### src/rtl/cpu_clock_contention.sv
// Z80 clock generator: divides the 14 MHz ULA clock by 4 (or 2 in turbo) and
// stretches the low phase during video RAM contention using the 48K delay pattern.
module cpu_clock_contention #(
  parameter logic [31:0] DELAY_TABLE = 32'h0012_3456,
  parameter int          STAT_W      = 16
) (
  input  logic              clk_ula,
  input  logic              reset,
  input  logic              turbo,
  input  logic              contend_en,
  input  logic              display_active,
  input  logic              tstate_sync,
  input  logic [15:0]       cpu_addr,
  input  logic              cpu_mreq_n,
  input  logic              cpu_iorq_n,
  output logic              clk_cpu,
  output logic              cpu_tick,
  output logic              stall,
  output logic [STAT_W-1:0] stall_total
);

  localparam logic [1:0]        PRESC_LAST = 2'd3;
  localparam logic [STAT_W-1:0] STAT_ONE   = {{(STAT_W-1){1'b0}}, 1'b1};
  localparam logic [STAT_W-1:0] STAT_MAX   = {STAT_W{1'b1}};

  logic [1:0]        presc_q,     presc_d;
  logic [2:0]        tphase_q,    tphase_d;
  logic [3:0]        stall_cnt_q, stall_cnt_d;
  logic              granted_q,   granted_d;
  logic              clk_cpu_q,   clk_cpu_d;
  logic              tick_q,      tick_d;
  logic              stall_q,     stall_d;
  logic [STAT_W-1:0] total_q,     total_d;

  logic       at_last;
  logic       ula_page;
  logic       mem_hit;
  logic       io_hit;
  logic       contended;
  logic       hold;
  logic [3:0] delay;

  // Address decode: 0x4000-0x7FFF is shared with the ULA; even I/O ports hit the ULA too.
  always_comb begin
    ula_page  = (cpu_addr[15:14] == 2'b01);
    mem_hit   = !cpu_mreq_n && ula_page;
    io_hit    = !cpu_iorq_n && (ula_page || !cpu_addr[0]);
    contended = contend_en && display_active && !turbo && (mem_hit || io_hit);
    at_last   = (presc_q == PRESC_LAST);
    delay     = DELAY_TABLE[{tphase_q, 2'b00} +: 4];
  end

  always_comb begin
    presc_d  = tstate_sync ? 2'd0 : presc_q + 2'd1;
    tphase_d = tstate_sync ? 3'd0 : (at_last ? tphase_q + 3'd1 : tphase_q);

    stall_cnt_d = stall_cnt_q;
    granted_d   = granted_q;
    total_d     = total_q;
    if (turbo) begin
      stall_cnt_d = 4'd0;
    end else if (at_last) begin
      if (stall_cnt_q != 4'd0) begin
        stall_cnt_d = stall_cnt_q - 4'd1;
        if (total_q != STAT_MAX) total_d = total_q + STAT_ONE;
      end else if (!granted_q && contended) begin
        granted_d   = 1'b1;
        stall_cnt_d = delay;
      end
    end
    // Bus idle at a T-state boundary re-arms contention for the next access.
    if (at_last && cpu_mreq_n && cpu_iorq_n) granted_d = 1'b0;

    hold = (stall_cnt_d != 4'd0);

    // Normal mode derives the level from the prescaler so leaving turbo resyncs cleanly.
    if (turbo)
      clk_cpu_d = !clk_cpu_q;
    else
      clk_cpu_d = !hold && ((presc_d == 2'd0) || (presc_d == 2'd1 && clk_cpu_q));

    tick_d  = clk_cpu_d && !clk_cpu_q;
    stall_d = hold;
  end

  always_ff @(posedge clk_ula) begin
    if (reset) begin
      presc_q     <= 2'd0;
      tphase_q    <= 3'd0;
      stall_cnt_q <= 4'd0;
      granted_q   <= 1'b0;
      clk_cpu_q   <= 1'b0;
      tick_q      <= 1'b0;
      stall_q     <= 1'b0;
      total_q     <= '0;
    end else begin
      presc_q     <= presc_d;
      tphase_q    <= tphase_d;
      stall_cnt_q <= stall_cnt_d;
      granted_q   <= granted_d;
      clk_cpu_q   <= clk_cpu_d;
      tick_q      <= tick_d;
      stall_q     <= stall_d;
      total_q     <= total_d;
    end
  end

  assign clk_cpu     = clk_cpu_q;
  assign cpu_tick    = tick_q;
  assign stall       = stall_q;
  assign stall_total = total_q;

endmodule
### config.mk
export PLATFORM = sky130hd
export DESIGN_NAME = cpu_clock_contention
export DESIGN_NICKNAME = d
export VERILOG_FILES = /design/src/rtl/cpu_clock_contention.sv
export SDC_FILE = /design/constraint.sdc
export NUM_CORES = 1
export LEC_CHECK = 0
export ABC_AREA = 0
export CAP_MARGIN = 20
export CORE_ASPECT_RATIO = 1.1
export CORE_MARGIN = 5
export CORE_UTILIZATION = 47
export DETAILED_ROUTE_END_ITERATION = 10
export PLACE_DENSITY = 0.86
export SKIP_CTS_REPAIR_TIMING = 1
export SLEW_MARGIN = 10
export SYNTH_ARGS = -nofsm -noshare
export SYNTH_HDL_FRONTEND = slang
export SYNTH_SLANG_ARGS = --single-unit
export TNS_END_PERCENT = 10
### constraint.sdc
create_clock -name clk_ula -period 2.41 [get_ports clk_ula]
set_input_delay 0.482 -clock clk_ula [delete_from_list [all_inputs] [get_ports clk_ula]]
set_output_delay 0.482 -clock clk_ula [all_outputs]
set_load 0.01 [all_outputs]
# == Yosys cells after proc, flatten, opt, wreduce, memory -nomap -nowiden ==
# Index checks and enable logic that the tools add are counted.
# word_totals
regBits,29
input_bits,24
out_inout_bits,19
elab_cells,53
# classes
add_sub_neg,4
n_eq_ne,4
shift,1
muxes,6
bitwise_logic,2
n_reduce_logical,28
# ops
operator,count
"indexed part select 32 x 6 -> 4 bit, first input constant",1
"adder 16 x 1 -> 16 bit, second input constant",1
2-to-1 mux 4 bit,4
"inequality test 16 bit, second input constant",1
logical AND 1 bit,11
AND reduction 4 bit,2
nonzero test 4 bit,2
zero test 1 bit,7
"equality test 2 x 1 -> 1 bit, second input constant",2
OR reduction 2 bit,2
"subtractor 4 x 1 -> 4 bit, second input constant",1
"adder 3 x 1 -> 3 bit, second input constant",1
logical OR 1 bit,3
"adder 2 x 1 -> 2 bit, second input constant",1
"equality test 2 bit, second input constant",1
zero test 2 bit,1
2-to-1 mux 2 bit,1
NOT 1 bit,2
2-to-1 mux 1 bit,1

# == Longest topological paths before layout ==
# depth
word_depth,15
mapped_depth,8
depth_no_buf,8

# == Least setup slack after synthesis ==
# OpenSTA, ideal clock, no wires.
# synth_timing
path_kind,flip-flop to flip-flop
from,register presc_q[0]
to,register clk_cpu_q (netlist: clk_cpu)
setup_ns,0.101
arrival_ns,1.723
required_time_ns,2.309
path_slack_ns,0.586
path_stages_with_launch,7
path_buffers,0
synth_period_minus_slack_ns,1.824
path_cell_list,dfxtp_1 -> ha_1 -> nor4b_1 -> mux2i_1 -> a221oi_1 -> or2_1 -> o41ai_1
# synth_via
elab_chain_len,7
elab_cells_between_ends,13
classes_between,add/sub (1); eq/ne (2); mux (4); reduce/logical (6)
# synth_lines
item,line_no,text
from (decl),26,"logic [1:0] presc_q, presc_d;"
from (signal assigned),97,presc_q <= presc_d;
adder 2 x 1 -> 2 bit / equality test 2 bit (equally long branches),"54, 49",
2-to-1 mux 2 bit / 2-to-1 mux 4 bit (equally long branches),"54, 62",
equality test 2 x 1 -> 1 bit / 2-to-1 mux 4 bit (equally long branches),"80, 60",
logical AND 1 bit / nonzero test 4 bit (equally long branches),"80, 74",
logical OR 1 bit / zero test 1 bit (equally long branches),80,clk_cpu_d = !hold && ((presc_d == 2'd0) || (presc_d == 2'd1 && clk_cpu_q));
logical AND 1 bit (*),80,
2-to-1 mux 1 bit (*),77,if (turbo)
to (signal assigned),101,clk_cpu_q <= clk_cpu_d;
to (decl),30,"logic clk_cpu_q, clk_cpu_d;"
# Every way passes the cells marked *; elsewhere a longest branch is shown, timed or not.
# A chain may end at the register's enable or synchronous reset.

# == Worst setup path after layout ==
# layout_timing
from,register stall_cnt_q[0]
to,register tick_q (netlist: cpu_tick)
# layout_via
elab_chain_len,9
elab_cells_between_ends,11
classes_between,add/sub (1); mux (5); reduce/logical (5)
# layout_lines
item,line_no,text
from (decl),28,"logic [3:0] stall_cnt_q, stall_cnt_d;"
from (signal assigned),99,stall_cnt_q <= stall_cnt_d;
"subtractor 4 x 1 -> 4 bit, or another cell as far along",64,stall_cnt_d = stall_cnt_q - 4'd1;
2-to-1 mux 4 bit,63,if (stall_cnt_q != 4'd0) begin
2-to-1 mux 4 bit (*),62,end else if (at_last) begin
2-to-1 mux 4 bit (*),60,if (turbo) begin
nonzero test 4 bit (*),74,hold = (stall_cnt_d != 4'd0);
zero test 1 bit (*),80,
logical AND 1 bit (*),80,
2-to-1 mux 1 bit (*),77,
logical AND 1 bit (*),82,tick_d = clk_cpu_d && !clk_cpu_q;
to (signal assigned),102,tick_q <= tick_d;
to (decl),31,"logic tick_q, tick_d;"
# Marks and branches as above.

==> impl_results.md <==
* Tcrit/Tclk final at 0.8994
* Crit-path max FO at 7
* CP Class: reg2reg
* Core Region at 3100 µm²
* Worst R2R Start: stall_cnt_q[0]
* Drt pass-1 iters at 4
* LEAKAGE at 0.7315 nW
* # nets final at 243
* Peak Freq at 461.3 MHz
* Area growth from synthesis to layout at 26.11%
* DIE AREA at 4542 µm²
* Arr. time, crit path at 2.38 ns
* CTS tree: done
* Max_cap viols at 0
* Post-DP HPWL at 2445 µm
* Clock sinks at 29
* PortBufs at 29
* Most frequent cells in the layout: 29 x dfxtp_1, 29 x clkdlybuf4s50_1, 23 x nor2_1
* Ant diodes at 0
* Least-Margin Pin Slew at 0.5048 ns
* CTS buffer count at 5
* Ys Warns at 0
* Status: complete, no violations
* Worst IR Drop VDD at 0.3081 mV
* Part of the Yosys area used for sequential elements at 0.3751
* Post-synth EDFFs at 0
* Final Skew at 0.01011 ns
* CP startpoint kind: register
* CP startpoint: stall_cnt_q[0]
* Vias per std cell at 5.599
* Cell count after placement at 239
* Slew HR at 0.6624
* Synth Cell Area at 1548 µm²
* Die H at 70.19 µm
* Drt drc at 0
* GR Overflow Total at 0
* Antenna violations before repair at 0
* DR WL/cell at 13.51 µm
* CTS Root Buffer Type: clkbuf_4
* Vias in the first global route at 1363
* Final setup viols at 0
* Mapped Cells at 176
* Global-route wire length before repair at 5651 µm
* GP Congestion at 0.8554
* Mean Syn Cell Area at 8.794 µm²
* Max-slew violations at 0
* Final cell count without fillers at 247
* Syn_nets at 207
* Count of cell types in the netlist at 44
* Post-synthesis register bit count at 29
* Chip width at 64.72 µm
* Top_reg_cell synth: dfxtp_1
* Worst skew pair latency at 0.34 ns
* Endpoints failing hold at 0
* PwrDens at 427.8 nW/µm²
* RSZ-0062 raised after global routing: no
* Share of layout cells above drive strength 1 at 0.07512
* Ys async rst share at 0
* CTS HTree Levels at 2
* Via count at 1383
* Drt total wl at 3336 µm
* Fillers at 271
* Tmin final at 2.168 ns
* Total GRT Usage at 0.1590
* Critical path capture point type: register
* Initial drt markers at 54
* FP Rows at 21
* CP required at 2.62 ns
* Largest net degree at the start of global routing at 14
* IO Count at 43
* Hold_sp: presc_q[0]
* Max clock buf depth at 2
* Effective utilization at floorplan at 0.4992
* Worst-path clk slew at 0.09 ns
* Hold Path Class: reg2reg
* Setup_tns at 0 ns
* ANT nets after route at 0
critical path, stage by stage (launching register included):
cell and delay (ns):
dfxtp_1 0.38, inv_1 0.08, ha_1 0.20, nor3b_4 0.38
and2_1 0.23, a221oi_1 0.09, or2_1 0.27, o41ai_1 0.42
logic make-up after synthesis:
kind of cell | share of synthesized area
mux | 0.05255
fa+ha+maj | 0.05659
compound gates | 0.1479
buf+inv | 0.03395
flops | 0.3751
xor+xnor | 0.07923
simple gates | 0.2547
metrics by stage:
stage	total power [mW]	cell area, µm²	hold slack, ns	worst slack [ns]	utilization
global placement	0.5614	1903	0.4738	0.1025	0.6138
detailed placement	0.5624	1903	0.4834	0.07367	0.6138
global route	0.8751	1952	0.5072	0.09950	0.6295
finish	0.8350	1952	0.4933	0.2424	0.6295
CTS	0.8457	1952	0.4965	0.2232	0.6295
floorplan	0.5270	1548	0.4391	0.5863	-
synth_stat cells, types with 2 or more instances:
| library cell | instances | area [µm²] |
|---|---|---|
| nand4_1 | 4 | 25.02 |
| o21a_1 | 2 | 15.01 |
| and2_1 | 4 | 25.02 |
| a21oi_1 | 4 | 20.02 |
| ha_1 | 7 | 87.58 |
| dfxtp_1 | 29 | 580.6 |
| and3_1 | 4 | 25.02 |
| xor2_1 | 13 | 113.9 |
| o211ai_1 | 4 | 30.03 |
| inv_1 | 8 | 30.03 |
| nor2_1 | 23 | 86.33 |
| and4_1 | 2 | 17.52 |
| nand2_1 | 7 | 26.28 |
| buf_1 | 3 | 11.26 |
| nor3_1 | 8 | 40.04 |
| o41ai_1 | 2 | 17.52 |
| nand3_1 | 8 | 40.04 |
| nor4b_1 | 2 | 17.52 |
| nor2b_1 | 3 | 18.77 |
| mux2i_1 | 7 | 70.07 |
| clkbuf_1 | 3 | 11.26 |
| o21ai_0 | 7 | 35.03 |
power by group:
group / switching [mW] / total, mW / internal (mW) / leakage, nW
Clock: 0.167 / 0.283 / 0.116 / 0.0265
Combinational: 0.0299 / 0.0642 / 0.0343 / 0.471
Sequential: 0.00361 / 0.488 / 0.485 / 0.234
path summary, 6_finish.rpt:
path	cells after the start	endpoint	slack [ns]
min	1	presc_q[0]	0.49
max	7	cpu_tick	0.24
min reg2reg	1	presc_q[0]	0.49
max reg2reg	7	cpu_tick	0.24
final cells by class:
type | count | area (µm²) | area share
Multi-Input combinational cell | 133 | 914.6 | 0.4686
Sequential cell | 29 | 580.6 | 0.2974
Timing Repair Buffer | 35 | 335.3 | 0.1718
Clock buffer | 8 | 48.80 | 0.02500
Tap cell | 34 | 42.54 | 0.02179
Inverter | 8 | 30.03 | 0.01538
state kept, by name (all words and copies together), names as in the netlist:
name	flops
tphase_q	3
presc_q	2
cpu_tick	1
stall_total	16
granted_q	1
stall_cnt_q	4
clk_cpu	1
stall	1
routing by layer:
metal / GRT usage / part of all wire
met1: 0.1803 / 0.47
met2: 0.2534 / 0.46
met3: 0.04968 / 0.043
met4: 0.1033 / 0.027
met5: 0 / 0
(Power assumes the default switching activity.)
==> patch, RTL diff (config.mk and constraints unchanged) <==
Change the parameter `STAT_W` from 16 to 32.
--- a/src/rtl/cpu_clock_contention.sv
+++ b/src/rtl/cpu_clock_contention.sv
@@ -2,7 +2,7 @@
 // stretches the low phase during video RAM contention using the 48K delay pattern.
 module cpu_clock_contention #(
   parameter logic [31:0] DELAY_TABLE = 32'h0012_3456,
-  parameter int          STAT_W      = 16
+  parameter int          STAT_W      = 32
 ) (
   input  logic              clk_ula,
   input  logic              reset,
Ports: changed (resized stall_total); port bits go from 43 to 59. The function was not compared with the original's and may differ.
==> patch against the original RTL <==
  * Total power rose by 69%
  * Die area rose by 48%
  * Critical endpoint is now stall_total[26]$_SDFFE_PP0P_
  * Area after synthesis rose by 57%
  * Maximum frequency fell by 1.4%
  * Highest routed layer unchanged
  * Cell area rose by 61%
  * Worst setup slack got worse by 0.030 ns
  * Sequential cell count rose by 16
  * Routed wire length rose by 66%
  * Clock skew rose by 0.0040 ns
==> patch: results <==
[status]
outcome = "finished, final reports clean"

[setup_path]
cpMaxStageDelayCell = "sky130_fd_sc_hd__dfxtp_1"
timing.critical_path.arrival_ns = 2.43
crit_fanout = 9
r2r.worst_path.cells = 9

[placement]
port_buffers = 45
place_inst = 392
place_congestion = 0.814
place.detailed.hpwl_um = 4060

[logic_synthesis]
synth_nets = 316
synth.lib_cells_used.distinct = 49
synth-seq-area-share_pct = 37.1
ranking_of_synthesized_cells_by_area = "sky130_fd_sc_hd__dfxtp_1 (37%), sky130_fd_sc_hd__a21oi_1 (4.7%), sky130_fd_sc_hd__nor2_1 (4.5%), sky130_fd_sc_hd__or3_1 (4.4%), sky130_fd_sc_hd__ha_1 (3.6%)"
synth_top_cells_by_count = "sky130_fd_sc_hd__dfxtp_1 (45), sky130_fd_sc_hd__nor2_1 (29), sky130_fd_sc_hd__a21oi_1 (23), sky130_fd_sc_hd__nand2_1 (22)"

[power]
total_leakage_power_nw = 1.05
p_int_mw = 1.13
p_seq_mw = 0.752
power.share.combinational_pct = 5.2
worst_ir_drop_vdd_mv = 0.326

[global_route]
track_usage_pct = 17.2
via_count_of_the_first_global_routing_pass = 2171
grt_first_pass_wirelength_um = 9610

[cells_and_area]
design.final.nets = 372
finish.cell_count_without_fillers = 400
post_route_cells_drive_above_1_share_pct = 14.6

[drt]
detail_route.vias_per_cell = 5.79
routedWlPerCell_um = 13.8
drt_first_pass_iters = 6
detail_route.iter0.violations = 108

[clock_network]
clk_latency_ns = 0.30
cts-root-buf = "sky130_fd_sc_hd__clkbuf_8"

[sta]
clock_skew_ns = 0.0141
slew_headroom_pct = 48.7
[patch: metal layers]
layer  up-vias  global-route usage (%)
met5         -                       0
met4         0                    4.77
met3         7                    5.20
met2        55                    30.3
met1      1092                    20.0
li1       1161                       -
[patch: area by class of cell]
type | count | area, µm²
fill | 433 | 1860
multi-input combinational | 217 | 1430
sequential | 45 | 901
timing repair buffer | 63 | 593
clock buffer | 7 | 86.3
tap | 58 | 72.6
inverter | 9 | 33.8
clock inverter | 1 | 30.0
[patch: logic make-up after synthesis]
group | share of synthesized area [%]
simple gates | 32.5
xor+xnor | 1.44
fa+ha+maj | 3.61
buf+inv | 4.12
compound gates | 15.8
mux | 5.46
flops | 37.1
[patch: worst max-delay path, delay by kind of cell, from the launching register on]
family / cells / cell delay (ns)
and+or+nand+nor: 4 / 0.93
DFF: 1 / 0.41
adders and majority gates: 1 / 0.21
buffers and inverters: 3 / 0.45
AOI/OAI and AO/OA: 1 / 0.15
[patch: worst paths after layout]
check / to / slack (ns)
min: presc_q[0]$_SDFF_PP0_ / 0.46
max: stall_total[26]$_SDFFE_PP0P_ / 0.21
min reg2reg: presc_q[0]$_SDFF_PP0_ / 0.46
max reg2reg: stall_total[26]$_SDFFE_PP0P_ / 0.21
[patch: stage by stage]
step | cell area (µm²) | hold WS [ns] | setup WS, ns | power, mW | setup TNS, ns
global route | 3140 | 0.506 | 0.000397 | 1.47 | 0
CTS | 3140 | 0.465 | 0.199 | 1.42 | 0
finish | 3140 | 0.461 | 0.212 | 1.41 | 0
floorplan | 2430 | 0.426 | 0.366 | 0.804 | 0
global placement | 3030 | 0.439 | 0.0373 | 0.842 | 0
detailed placement | 3030 | 0.453 | -0.0819 | 0.844 | -0.157
